$ cat config.mk
export PLATFORM = sky130hd
export DESIGN_NAME = count_arb_flat
export DESIGN_NICKNAME = d
export VERILOG_FILES = /design/src/rtl/count_arb_if.sv /design/src/rtl/count_arb.sv /design/src/flat_wrapper.sv
export SDC_FILE = /design/constraint.sdc
export NUM_CORES = 1
export LEC_CHECK = 0
export BUFFER_PORTS_ARGS = -buffer_cell sky130_fd_sc_hd__buf_2
export CORE_MARGIN = 2
export CORE_UTILIZATION = 44
export DETAILED_ROUTE_END_ITERATION = 16
export HOLD_SLACK_MARGIN = 0.03
export PLACE_DENSITY = 0.79
export SLEW_MARGIN = 30
export SYNTH_ARGS = -nofsm -noshare
export SYNTH_HDL_FRONTEND = slang
export SYNTH_SLANG_ARGS = --single-unit
$ cat constraint.sdc
create_clock -name clk -period 1.6 [get_ports clk]
set_clock_uncertainty 0.1 [all_clocks]
set_input_delay 0 -clock clk [delete_from_list [all_inputs] [get_ports clk]]
set_output_delay 0 -clock clk [all_outputs]
set_load 0.03 [all_outputs]
$ cat src/rtl/count_arb_if.sv
// Bundle between count_arb, its two requesters and the shared counter.
// master: requesters plus counter; slave: the arbiter.
interface count_arb_if #(
    parameter int IN_W  = 5,
    parameter int OUT_W = 6,
    parameter int LEN_W = 6
);
    logic             req0;
    logic             req1;
    logic [IN_W-1:0]  start0;
    logic [IN_W-1:0]  start1;
    logic [LEN_W-1:0] len0;
    logic [LEN_W-1:0] len1;
    logic             gnt0;
    logic             gnt1;
    logic             done0;
    logic             done1;
    logic [OUT_W-1:0] result;
    logic             busy;
    logic [IN_W-1:0]  cnt_in;
    logic             cnt_load;
    logic             cnt_enable;
    logic [OUT_W-1:0] cnt_out;

    modport master (
        output req0, req1, start0, start1, len0, len1, cnt_out,
        input  gnt0, gnt1, done0, done1, result, busy,
        input  cnt_in, cnt_load, cnt_enable
    );

    modport slave (
        input  req0, req1, start0, start1, len0, len1, cnt_out,
        output gnt0, gnt1, done0, done1, result, busy,
        output cnt_in, cnt_load, cnt_enable
    );
endinterface

$ cat src/rtl/count_arb.sv
// Round-robin arbiter/sequencer for a shared loadable counter:
// grant, load start value, count len cycles, return the final value.
module count_arb #(
    parameter int IN_W  = 5,
    parameter int OUT_W = 6,
    parameter int LEN_W = 6
) (
    input  logic        clk,
    input  logic        rst,
    count_arb_if.slave  bus
);
    typedef enum logic [1:0] {IDLE, LOAD, RUN, DONE} state_t;

    state_t           state, state_n;
    logic             owner, owner_n;
    logic             last, last_n;
    logic [IN_W-1:0]  start_q, start_n;
    logic [LEN_W-1:0] remain, remain_n;
    logic [OUT_W-1:0] result_q, result_n;
    logic             gnt0_n, gnt1_n;
    logic             done0_n, done1_n;
    logic             pick;

    always_ff @(posedge clk or posedge rst) begin
        if (rst) begin
            state     <= IDLE;
            owner     <= 1'b0;
            last      <= 1'b1;
            start_q   <= '0;
            remain    <= '0;
            result_q  <= '0;
            bus.gnt0  <= 1'b0;
            bus.gnt1  <= 1'b0;
            bus.done0 <= 1'b0;
            bus.done1 <= 1'b0;
        end else begin
            state     <= state_n;
            owner     <= owner_n;
            last      <= last_n;
            start_q   <= start_n;
            remain    <= remain_n;
            result_q  <= result_n;
            bus.gnt0  <= gnt0_n;
            bus.gnt1  <= gnt1_n;
            bus.done0 <= done0_n;
            bus.done1 <= done1_n;
        end
    end

    always_comb begin
        state_n  = state;
        owner_n  = owner;
        last_n   = last;
        start_n  = start_q;
        remain_n = remain;
        result_n = result_q;
        gnt0_n   = 1'b0;
        gnt1_n   = 1'b0;
        done0_n  = 1'b0;
        done1_n  = 1'b0;
        // on a tie the requester that did not go last wins
        pick     = bus.req1 && (!bus.req0 || !last);
        unique case (state)
            IDLE: begin
                if (bus.req0 || bus.req1) begin
                    owner_n  = pick;
                    start_n  = pick ? bus.start1 : bus.start0;
                    remain_n = pick ? bus.len1 : bus.len0;
                    gnt0_n   = !pick;
                    gnt1_n   = pick;
                    state_n  = LOAD;
                end
            end
            LOAD: begin
                state_n = (remain != '0) ? RUN : DONE;
            end
            RUN: begin
                remain_n = remain - LEN_W'(1);
                if (remain == LEN_W'(1))
                    state_n = DONE;
            end
            DONE: begin
                result_n = bus.cnt_out;
                done0_n  = !owner;
                done1_n  = owner;
                last_n   = owner;
                state_n  = IDLE;
            end
            default: state_n = IDLE;
        endcase
    end

    assign bus.cnt_in     = start_q;
    assign bus.cnt_load   = (state == LOAD);
    assign bus.cnt_enable = (state == RUN);
    assign bus.busy       = (state != IDLE);
    assign bus.result     = result_q;
endmodule

$ cat src/flat_wrapper.sv
// flat-port wrapper written by rule: the top's interface ports become plain ports
module count_arb_flat 
#(
    parameter int IN_W  = 5,
    parameter int OUT_W = 6,
    parameter int LEN_W = 6
)
  (clk, rst, bus_req0, bus_req1, bus_start0, bus_start1, bus_len0, bus_len1, bus_cnt_out, bus_gnt0, bus_gnt1, bus_done0, bus_done1, bus_result, bus_busy, bus_cnt_in, bus_cnt_load, bus_cnt_enable);
  count_arb_if #(.IN_W(IN_W), .OUT_W(OUT_W), .LEN_W(LEN_W)) bus_i ();
  input  logic clk;
  input  logic rst;
  input wire logic [$bits(bus_i.req0)-1:0] bus_req0;
  input wire logic [$bits(bus_i.req1)-1:0] bus_req1;
  input wire logic [$bits(bus_i.start0)-1:0] bus_start0;
  input wire logic [$bits(bus_i.start1)-1:0] bus_start1;
  input wire logic [$bits(bus_i.len0)-1:0] bus_len0;
  input wire logic [$bits(bus_i.len1)-1:0] bus_len1;
  input wire logic [$bits(bus_i.cnt_out)-1:0] bus_cnt_out;
  output wire logic [$bits(bus_i.gnt0)-1:0] bus_gnt0;
  output wire logic [$bits(bus_i.gnt1)-1:0] bus_gnt1;
  output wire logic [$bits(bus_i.done0)-1:0] bus_done0;
  output wire logic [$bits(bus_i.done1)-1:0] bus_done1;
  output wire logic [$bits(bus_i.result)-1:0] bus_result;
  output wire logic [$bits(bus_i.busy)-1:0] bus_busy;
  output wire logic [$bits(bus_i.cnt_in)-1:0] bus_cnt_in;
  output wire logic [$bits(bus_i.cnt_load)-1:0] bus_cnt_load;
  output wire logic [$bits(bus_i.cnt_enable)-1:0] bus_cnt_enable;
  assign bus_i.req0 = bus_req0;
  assign bus_i.req1 = bus_req1;
  assign bus_i.start0 = bus_start0;
  assign bus_i.start1 = bus_start1;
  assign bus_i.len0 = bus_len0;
  assign bus_i.len1 = bus_len1;
  assign bus_i.cnt_out = bus_cnt_out;
  assign bus_gnt0 = bus_i.gnt0;
  assign bus_gnt1 = bus_i.gnt1;
  assign bus_done0 = bus_i.done0;
  assign bus_done1 = bus_i.done1;
  assign bus_result = bus_i.result;
  assign bus_busy = bus_i.busy;
  assign bus_cnt_in = bus_i.cnt_in;
  assign bus_cnt_load = bus_i.cnt_load;
  assign bus_cnt_enable = bus_i.cnt_enable;
  count_arb #(.IN_W(IN_W), .OUT_W(OUT_W), .LEN_W(LEN_W)) u_core (.clk(clk), .rst(rst), .bus(bus_i));
endmodule
==> flow_summary.toml, run 1 <==
[floorplanning]
die_w_microns = 60.2
fp.coreArea_sq_um = 3030
die_y_microns = 60.2
start_util_pct = 45.8
io_pins = 50
design.die.area_sq_um = 3620
rows = 20

[routing]
vias = 1428
highest_layer = "met4"
ant_nets = 0
via_per_inst = 5.12
wl_microns = 4290
drc = 0
drt-initial-drc-count = 84
wl_per_cell_microns = 15.4
drt-pass1-iter-count = 4
wl_met3_microns = 209
wl_met1_microns = 1640
met2WireLength_microns = 2390

[synthesis]
ys_ff_latch = 25
syn_avg_cell_area_sq_um = 10.4
synth_area_sq_um = 1390
synth_top_area_cell = "dfrtp_1"
synth_compound_area_share_pct = 14.3
yosys.area_share.simple_pct = 16.1
synth_top_area_share_pct = 43.3
ys_async_sr_fraction_pct = 100
synthMuxAreaShare_pct = 13.8
synth-main-ff-cell = "dfrtp_1"
syn_nets = 172
synthAdderAreaFrac_pct = 6.31
yosysWarnings = 0
synth_top_family_by_area = "simple AND/OR/NAND/NOR gates"
synthCells = 133
synthDistinctLibCells = 38
synth_xor_xnor_area_share_pct = 0
yosys.cell_count.top_type = "dfrtp_1"
synth.top_cells.by_count = "24 x dfrtp_1, 10 x nand2_1"
ys_seq_area_share_pct = 45.2
synth_edf_count = 0
synthTopCellsByArea = "dfrtp_1 43%, mux2_2 7.3%, mux2i_1 6.5%"

[critical_path]
critPathCaptureType = "flip-flop"
slowest_stage = "or4_4"
rr_startpoint = "u_core.remain[1]"
path_buf_inv = 0
max_stage_delay_ps = 560
crit_start = "u_core.remain[1]"
reg2reg_depth = 4
worst-setup-path-type = "flip-flop to flip-flop"
cp-start-kind = "flip-flop"
rrSetupSlack_ps = -50
path_delay_family = "simple AND/OR/NAND/NOR gates"
path_max_fanout = 4
worstPathArrival_ps = 1770
path_cells = "or4_4, nor2_4, mux2i_1, a211oi_2"
required_ps = 1720
r2r-end = "u_core.remain[5]"

[clock_network]
cts_tree = "built"
cts-htree-levels = 1
clock-sinks = 25
numCtsBuffers = 3
cts.clk_slew.worst_paths_ps = 140
clock_latency_ps = 320
cts_root_buffer = "clkbuf_4"
cts_buffer_depth = 2

[power_and_ir_drop]
leakage_nw = 1.07
power_density_nw_per_um2 = 1820
peakVddDrop_uv = 1140
p_total_mw = 4.07

[placed_design]
pre_cts_ws_ps = -98.8
placed_cell_area_sq_um = 1830
port_buffers = 49
gp_congestion = 0.875
dp_hpwl_microns = 2620

[sta]
finalCritPeriodShare_pct = 103
max_freq_mhz = 606
tightest_slew_ps = 358
relSlewSlack_pct = 76.1
finalSetupViolCount = 6
hold_ws_ps = 62.7
final.min_clock_period_ps = 1650
grt_setup_unrepaired = "true"
hold_violations = 0
fin_ws_ps = -51.3
tns_ps = -161
slew_violations = 0

[global_route]
grt_max_degree = 17
antenna_found_initial = 0
grt_pass1_wl_microns = 7210
grt_usage_pct = 27.0
grt-ovfl-total = 0
grt_pass1_vias = 1561

[final_layout]
area_growth_pct = 61.5
nets = 275
antenna_cells = 0
drive_above_1_share_pct = 48.9
postLayoutCellArea_sq_um = 2240
fillers = 202

[status]
status = "complete, but fails checks"
violations = "negative setup slack"

[flow_run]
maxCapViolations = 0

[hold_path]
hold_class = "input port to async pin"
how the worst max path moves through the flow:
| stage | end | slack [ps] | cells after the start |
|---|---|---|---|
| 3_5_place_dp | u_core.remain[1] | -100 | 6 |
| 2_1_floorplan | u_core.remain[2] | -80 | 7 |
| 3_3_place_gp | u_core.state[1] | -10 | 4 |
| 6_report | u_core.remain[5] | -50 | 4 |
| 5_1_grt | u_core.remain[1] | -150 | 6 |
| 4_1_cts | u_core.remain[5] | -10 | 4 |
worst register-to-register path, cell delays in order, from the launching register on:
cell and delay, ps:
dfrtp_1 450, or4_4 560, nor2_4 100, mux2i_1 240, a211oi_2 90
repair_timing:
action	CTS	global route
gates resized for setup	12	6
hold endpoints to repair	40	1
pin swaps	1	3
endpoints found under the setup margin	8	9
hold buffers	27	2
buffers inserted	4	2
cell usage in the layout (no fill, tap or decap), types with 2 or more instances in the layout:
cell type      count
a21oi_1            6
a21oi_2            3
and2_1             2
buf_2             48
buf_4             27
clkbuf_4           3
dfrtp_1           23
dlygate4sd3_1     29
ha_1               4
ha_4               2
inv_1              2
inv_2              5
mux2_2             9
mux2i_1            9
nand2_1            9
nand2b_1           3
nand3_1            3
nor2_1             8
nor3_1             3
o21ai_0            8
or4_4              2
routing by layer:
layer | vias up | GRT usage, %
li1 | 671 | -
met1 | 697 | 30.8
met2 | 52 | 50.3
met3 | 8 | 6.06
met4 | 0 | 6.35
met5 | - | 0
where the power goes:
part	leakage, nW	internal [mW]	total, mW	switching (mW)
combinational	0.753	1.20	2.63	1.44
clock	0.0177	0.0937	0.286	0.192
sequential	0.300	0.946	1.15	0.206
stage by stage:
stage                     instances  utilization [%]
final                           279             74.0
after global routing            279             74.0
after CTS                       275             72.5
after detailed placement        240             60.4
after global placement          240             60.4
after floorplan                 133                -
sequential cells by signal, indices dropped and copies added, names as in the netlist:
name / cells
u_core.bus.cnt_in: 5
u_core.bus.done0: 1
u_core.bus.done1: 1
u_core.bus.gnt0: 1
u_core.bus.gnt1: 1
u_core.bus.result: 6
u_core.last: 1
u_core.owner: 1
u_core.remain: 6
u_core.state: 2
area by class of cell:
type / count / area [sq um] / share of cell area (%)
inverters: 7 / 26.3 / 1.17
clock inverters: 1 / 5.00 / 0.223
repair buffers: 104 / 733 / 32.7
clock buffers: 3 / 22.5 / 1.01
flip-flops and latches: 25 / 628 / 28.0
well taps: 44 / 55.1 / 2.46
multi-input cells: 95 / 771 / 34.4
cell families after synthesis:
group	after synthesis
buffers and inverters	13
flip-flops	25
adder cells (fa/ha/maj)	7
multiplexers	18
AND/OR/NAND/NOR	40
AO/OA/AOI/OAI	30
Power figures use the tool's default switching activity.
==> run 2, diff against run 1 <==
==> constraint.sdc (replaced) <==
create_clock -name clk -period 1.6 [get_ports clk]
set_clock_uncertainty 0.1 [all_clocks]
set_input_delay 0.16 -clock clk [delete_from_list [all_inputs] [get_ports clk]]
set_output_delay 0.16 -clock clk [all_outputs]
set_load 0.03 [all_outputs]
==> run 2 against run 1 <==
Against the previous run: the run still ends with negative setup slack left; register-to-register slack hardly changed; core utilization shrank 3.8 points; sequential power is essentially flat; count of clock-buffer cells in the layout is the same; non-clock buffer count shrank 16; critical path depth unchanged; critical path type unchanged; first-iteration DRC count fell by 74%.
==> flow_summary.toml, run 2 (synthesis gave the netlist of run 1 again) <==
[status]
violations = "negative setup slack"
status = "complete, but fails checks"

[critical_path]
path_delay_family = "simple AND/OR/NAND/NOR gates"
worstPathArrival_ps = 1780
path_max_fanout = 3
cp-start-kind = "flip-flop"
rrSetupSlack_ps = -60
reg2reg_depth = 4
crit_start = "u_core.remain[5]"
max_stage_delay_ps = 570
slowest_stage = "or4_4"
critical_path.endpoint = "u_core.state[1]"
rr_startpoint = "u_core.remain[5]"
required_ps = 1720
r2r-end = "u_core.state[1]"
critPathCaptureType = "flip-flop"
path_cells = "or4_4, o21ai_4, a21oi_2, a31o_1"
path_buf_inv = 0
crit_cells = 4
worst-setup-path-type = "flip-flop to flip-flop"

[placed_design]
dp_hpwl_microns = 2690
port_buffers = 49
gp_congestion = 0.879
placed_cell_area_sq_um = 1840

[hold_path]
hold_class = "input port to flip-flop"

[clock_network]
cts.clk_slew.worst_paths_ps = 160
numCtsBuffers = 3
clock_latency_ps = 320
cts-htree-levels = 1
clock-sinks = 25
cts_buffer_depth = 2
cts_tree = "built"
cts_root_buffer = "clkbuf_4"

[power_and_ir_drop]
leakage_nw = 1.01
power_frac_seq_pct = 27.9
p_comb_share_pct = 64.8
power_frac_clock_pct = 7.3
swShare_pct = 44.5
power_density_nw_per_um2 = 1940
p_int_mw = 2.29
peakVddDrop_uv = 1150
p_switching_mw = 1.83

[final_layout]
mostFrequentLayoutCells = "46 x buf_2, 24 x buf_4, 23 x dfrtp_1"
drive_above_1_share_pct = 54.8
antenna_cells = 0
final_common_cell = "buf_2"
postLayoutCellArea_sq_um = 2130
regArea_sq_um = 628
nets = 259
multi_input_area_sq_um = 787
area_growth_pct = 53.2
fillers = 225

[floorplanning]
design.die.area_sq_um = 3620
die_w_microns = 60.2
start_util_pct = 45.8
io_pins = 50
rows = 20
fp.coreArea_sq_um = 3030
die_y_microns = 60.2

[global_route]
grt_usage_pct = 21.8
grt_pass1_wl_microns = 6000
grt-ovfl-total = 0
grt_pass1_vias = 1365
antenna_found_initial = 0
grt_max_degree = 17

[routing]
drt-initial-drc-count = 22
vias = 1303
ant_nets = 0
drc = 0
wl_per_cell_microns = 14.1
drt-pass1-iter-count = 3
via_per_inst = 4.95
wl_microns = 3710

[sta]
fin_ws_ps = -62.2
grt_setup_unrepaired = "true"
tns_ps = -163
hold_violations = 0
finalSetupViolCount = 5
relSlewSlack_pct = 74.8
finalCritPeriodShare_pct = 104
max_freq_mhz = 602
tightest_slew_ps = 377
final.min_clock_period_ps = 1660
slew_violations = 0

[flow_run]
maxCapViolations = 0
run 2: timing repair:
| action | CTS | global route |
|---|---|---|
| endpoints found under the setup margin | 8 | 11 |
| hold buffers | 13 | 0 |
| pin swaps | 1 | 5 |
| cloned | 0 | 0 |
| resized for setup | 15 | 19 |
| hold endpoints to repair | 34 | 0 |
| setup buffers | 2 | 3 |
run 2: layout make-up:
class / count / area share (%)
tap: 44 / 2.59
sequential: 25 / 29.5
timing repair buffer: 88 / 28.1
clock buffer: 3 / 1.06
clock inverter: 1 / 0.353
inverter: 7 / 1.35
multi-input combinational: 95 / 37.0
run 2: metal layers:
layer | up-vias | share of wire, % | global-route usage, %
li1 | 641 | - | -
met1 | 624 | 42 | 27.0
met2 | 32 | 53 | 38.8
met3 | 6 | 3.3 | 2.81
met4 | 0 | 1.5 | 6.98
met5 | - | 0 | 0
run 2: worst min path at each step:
stage / startpoint / endpoint / slack, ps / depth (start not counted)
after floorplan: rst / u_core.bus.cnt_in[0] / 90 / 1
after detailed placement: rst / u_core.bus.done0 / 60 / 3
after CTS: bus_start0[1] / u_core.bus.cnt_in[1] / 30 / 3
final: bus_start0[1] / u_core.bus.cnt_in[1] / 30 / 3
after global placement: rst / u_core.bus.done0 / 50 / 3
after global routing: bus_start0[3] / u_core.bus.cnt_in[3] / 40 / 3
run 2: per-stage QoR:
stage	hold WS (ps)	cells	setup slack, ps	utilization, %	total power, mW
3_3_place_gp	51.9	241	-10.7	60.7	3.32
6_report	29.1	263	-62.2	70.2	4.12
3_5_place_dp	62.6	241	-72.2	60.7	3.42
4_1_cts	31.2	260	-47.1	68.0	3.91
5_1_grt	42.0	263	-108	70.2	4.39
2_1_floorplan	86.6	133	-75.3	-	2.64
run 2: tightest hold or removal path: cells and delay by family:
kind                   cells  cell delay, ps
AO/OA/AOI/OAI              1             150
buffers and inverters      1              70
multiplexers               1              50
run 2: power groups by stage:
stage	clock network (mW)	registers, mW	logic (mW)
after floorplan	0	1.48	1.16
after global placement	0	1.13	2.19
after detailed placement	0	1.15	2.27
after CTS	0.308	1.15	2.46
after global routing	0.327	1.18	2.88
final	0.303	1.15	2.67
==> run 3, diff against run 2 <==
--- a/config.mk
+++ b/config.mk
@@ -10,7 +10,7 @@
 export CORE_UTILIZATION = 44
 export DETAILED_ROUTE_END_ITERATION = 16
 export HOLD_SLACK_MARGIN = 0.03
-export PLACE_DENSITY = 0.79
+export PLACE_DENSITY = 0.74
 export SLEW_MARGIN = 30
 export SYNTH_ARGS = -nofsm -noshare
 export SYNTH_HDL_FRONTEND = slang
==> run 3 against run 2 <==
Against the previous run: the flow still finishes with violations (negative setup slack); worst setup slack worse by 18 ps; combinational power hardly changed; hold slack improved by 9.1 ps; cell count is 1.1% lower; routed wire length shrank 5.6%; non-clock buffer count down 3; die area did not move; largest power group unchanged.
==> flow_summary.toml, run 3 (synthesis gave the netlist of run 1 again) <==
[status]
status = "complete, but fails checks"
violations = "negative setup slack"

[sta]
finalSetupViolCount = 6
slew_violations = 0
relSlewSlack_pct = 75.0
finalCritPeriodShare_pct = 105
final.min_clock_period_ps = 1680
hold_violations = 0
max_freq_mhz = 595
tightest_slew_ps = 375
fin_ws_ps = -79.8
grt_setup_unrepaired = "true"

[routing]
wl_microns = 3510
vias = 1314
via_per_inst = 5.05
ant_nets = 0
drt-pass1-iter-count = 4
drt-initial-drc-count = 54
wl_per_cell_microns = 13.5
drc = 0

[hold_path]
hold_depth = 3
hold_class = "input port to flip-flop"

[final_layout]
final_common_cell = "buf_2"
area_growth_pct = 49.8
drive_above_1_share_pct = 54.2
utilization_pct = 68.6
postLayoutCellArea_sq_um = 2080
instances_no_fill = 260
nets = 256
mostFrequentLayoutCells = "46 x buf_2, 27 x buf_4, 24 x dfrtp_1"
antenna_cells = 0

[critical_path]
worstPathArrival_ps = 1790
worst-setup-path-type = "flip-flop to flip-flop"
path_cells = "buf_6, ha_4, buf_4, or2_2, o21ai_0, o2bb2ai_1, nor3_1"
path_max_fanout = 6
max_stage_delay_ps = 430
cp-start-kind = "flip-flop"
required_ps = 1710
slowest_stage = "dfrtp_1"
critPathCaptureType = "flip-flop"
reg2reg_depth = 7

[floorplanning]
design.die.area_sq_um = 3620
rows = 20
die_y_microns = 60.2
start_util_pct = 45.8
fp.coreArea_sq_um = 3030
die_w_microns = 60.2
io_pins = 50

[placed_design]
pre_cts_ws_ps = -95.9
gp_congestion = 0.836
dp_hpwl_microns = 2540
port_buffers = 49
dp_cells = 236
placed_cell_area_sq_um = 1800

[global_route]
grt_usage_pct = 19.3
grt_pass1_vias = 1249
grt-ovfl-total = 0
grt_max_degree = 14
antenna_found_initial = 0
grt_pass1_wl_microns = 5220

[clock_network]
cts.clk_slew.worst_paths_ps = 130
clock_latency_ps = 320
cts_root_buffer = "clkbuf_4"
cts-htree-levels = 1
numCtsBuffers = 3
cts_buffer_depth = 2
cts_tree = "built"
clock-sinks = 25

[flow_run]
maxCapViolations = 0

[power_and_ir_drop]
swShare_pct = 43.9
p_comb_share_pct = 65.5
p_int_mw = 2.31
peakVddDrop_uv = 834
p_switching_mw = 1.80
power_density_nw_per_um2 = 1980
leakage_nw = 0.999
power_frac_clock_pct = 6.9
power_frac_seq_pct = 27.6
[run 3: power groups by stage]
stage	Combinational (mW)	Sequential, mW	Clock, mW
finish	2.69	1.13	0.284
global route	2.89	1.17	0.319
CTS	2.36	1.13	0.289
detailed placement	2.18	1.15	0
global placement	2.10	1.13	0
floorplan	1.16	1.48	0
[run 3: final cells by class]
type / instances / area [sq um]
Inverter: 7 / 26.3
Fill cell: 218 / 950
Sequential cell: 25 / 627
Multi-Input combinational cell: 95 / 785
Tap cell: 44 / 55.1
Clock buffer: 4 / 26.3
Timing Repair Buffer: 85 / 559
[run 3: stage by stage]
stage | hold WS (ps) | power (mW) | setup TNS (ps)
floorplan | 86.6 | 2.64 | -91.8
global placement | -64.9 | 3.23 | -46.6
CTS | 36.4 | 3.78 | -58.1
global route | 35.9 | 4.38 | -795
detailed placement | -63.1 | 3.33 | -293
finish | 38.2 | 4.11 | -304
[run 3: final timing paths]
check / start / endpoint / slack, ps
worst max-delay path: u_core.state[1] / u_core.remain[3] / -80
worst min-delay path: bus_start0[4] / u_core.bus.cnt_in[4] / 40
worst max register to register: u_core.state[1] / u_core.remain[3] / -80
worst min register to register: u_core.owner / u_core.bus.done0 / 380
max in group asynchronous: rst / u_core.bus.result[5] / 890
min in group asynchronous: rst / u_core.owner / 140
[run 3: repair_timing]
item | 4_1_cts | 5_1_grt
setup buffers | 6 | 7
gates resized for setup | 11 | 18
hold buffers | 7 | 0
endpoints found under the hold margin | 31 | 0
pin swaps | 1 | 5
endpoints found under the setup margin | 9 | 11
[run 3: layer usage]
layer  up-vias  GRT usage (%)  share of wire, %
li1        636              -                 -
met1       630           22.7                42
met2        42           34.0                53
met3         6           3.68               4.4
met4         0           7.94               1.2
met5         -              0                 0
[run 3: critical path, delay by kind of cell (launching register included)]
kind                       cells  cell delay [ps]
AOI/OAI and AO/OA              2              250
adders and majority gates      1              170
and+or+nand+nor                2              340
buffers and inverters          2              280
DFF                            1              430
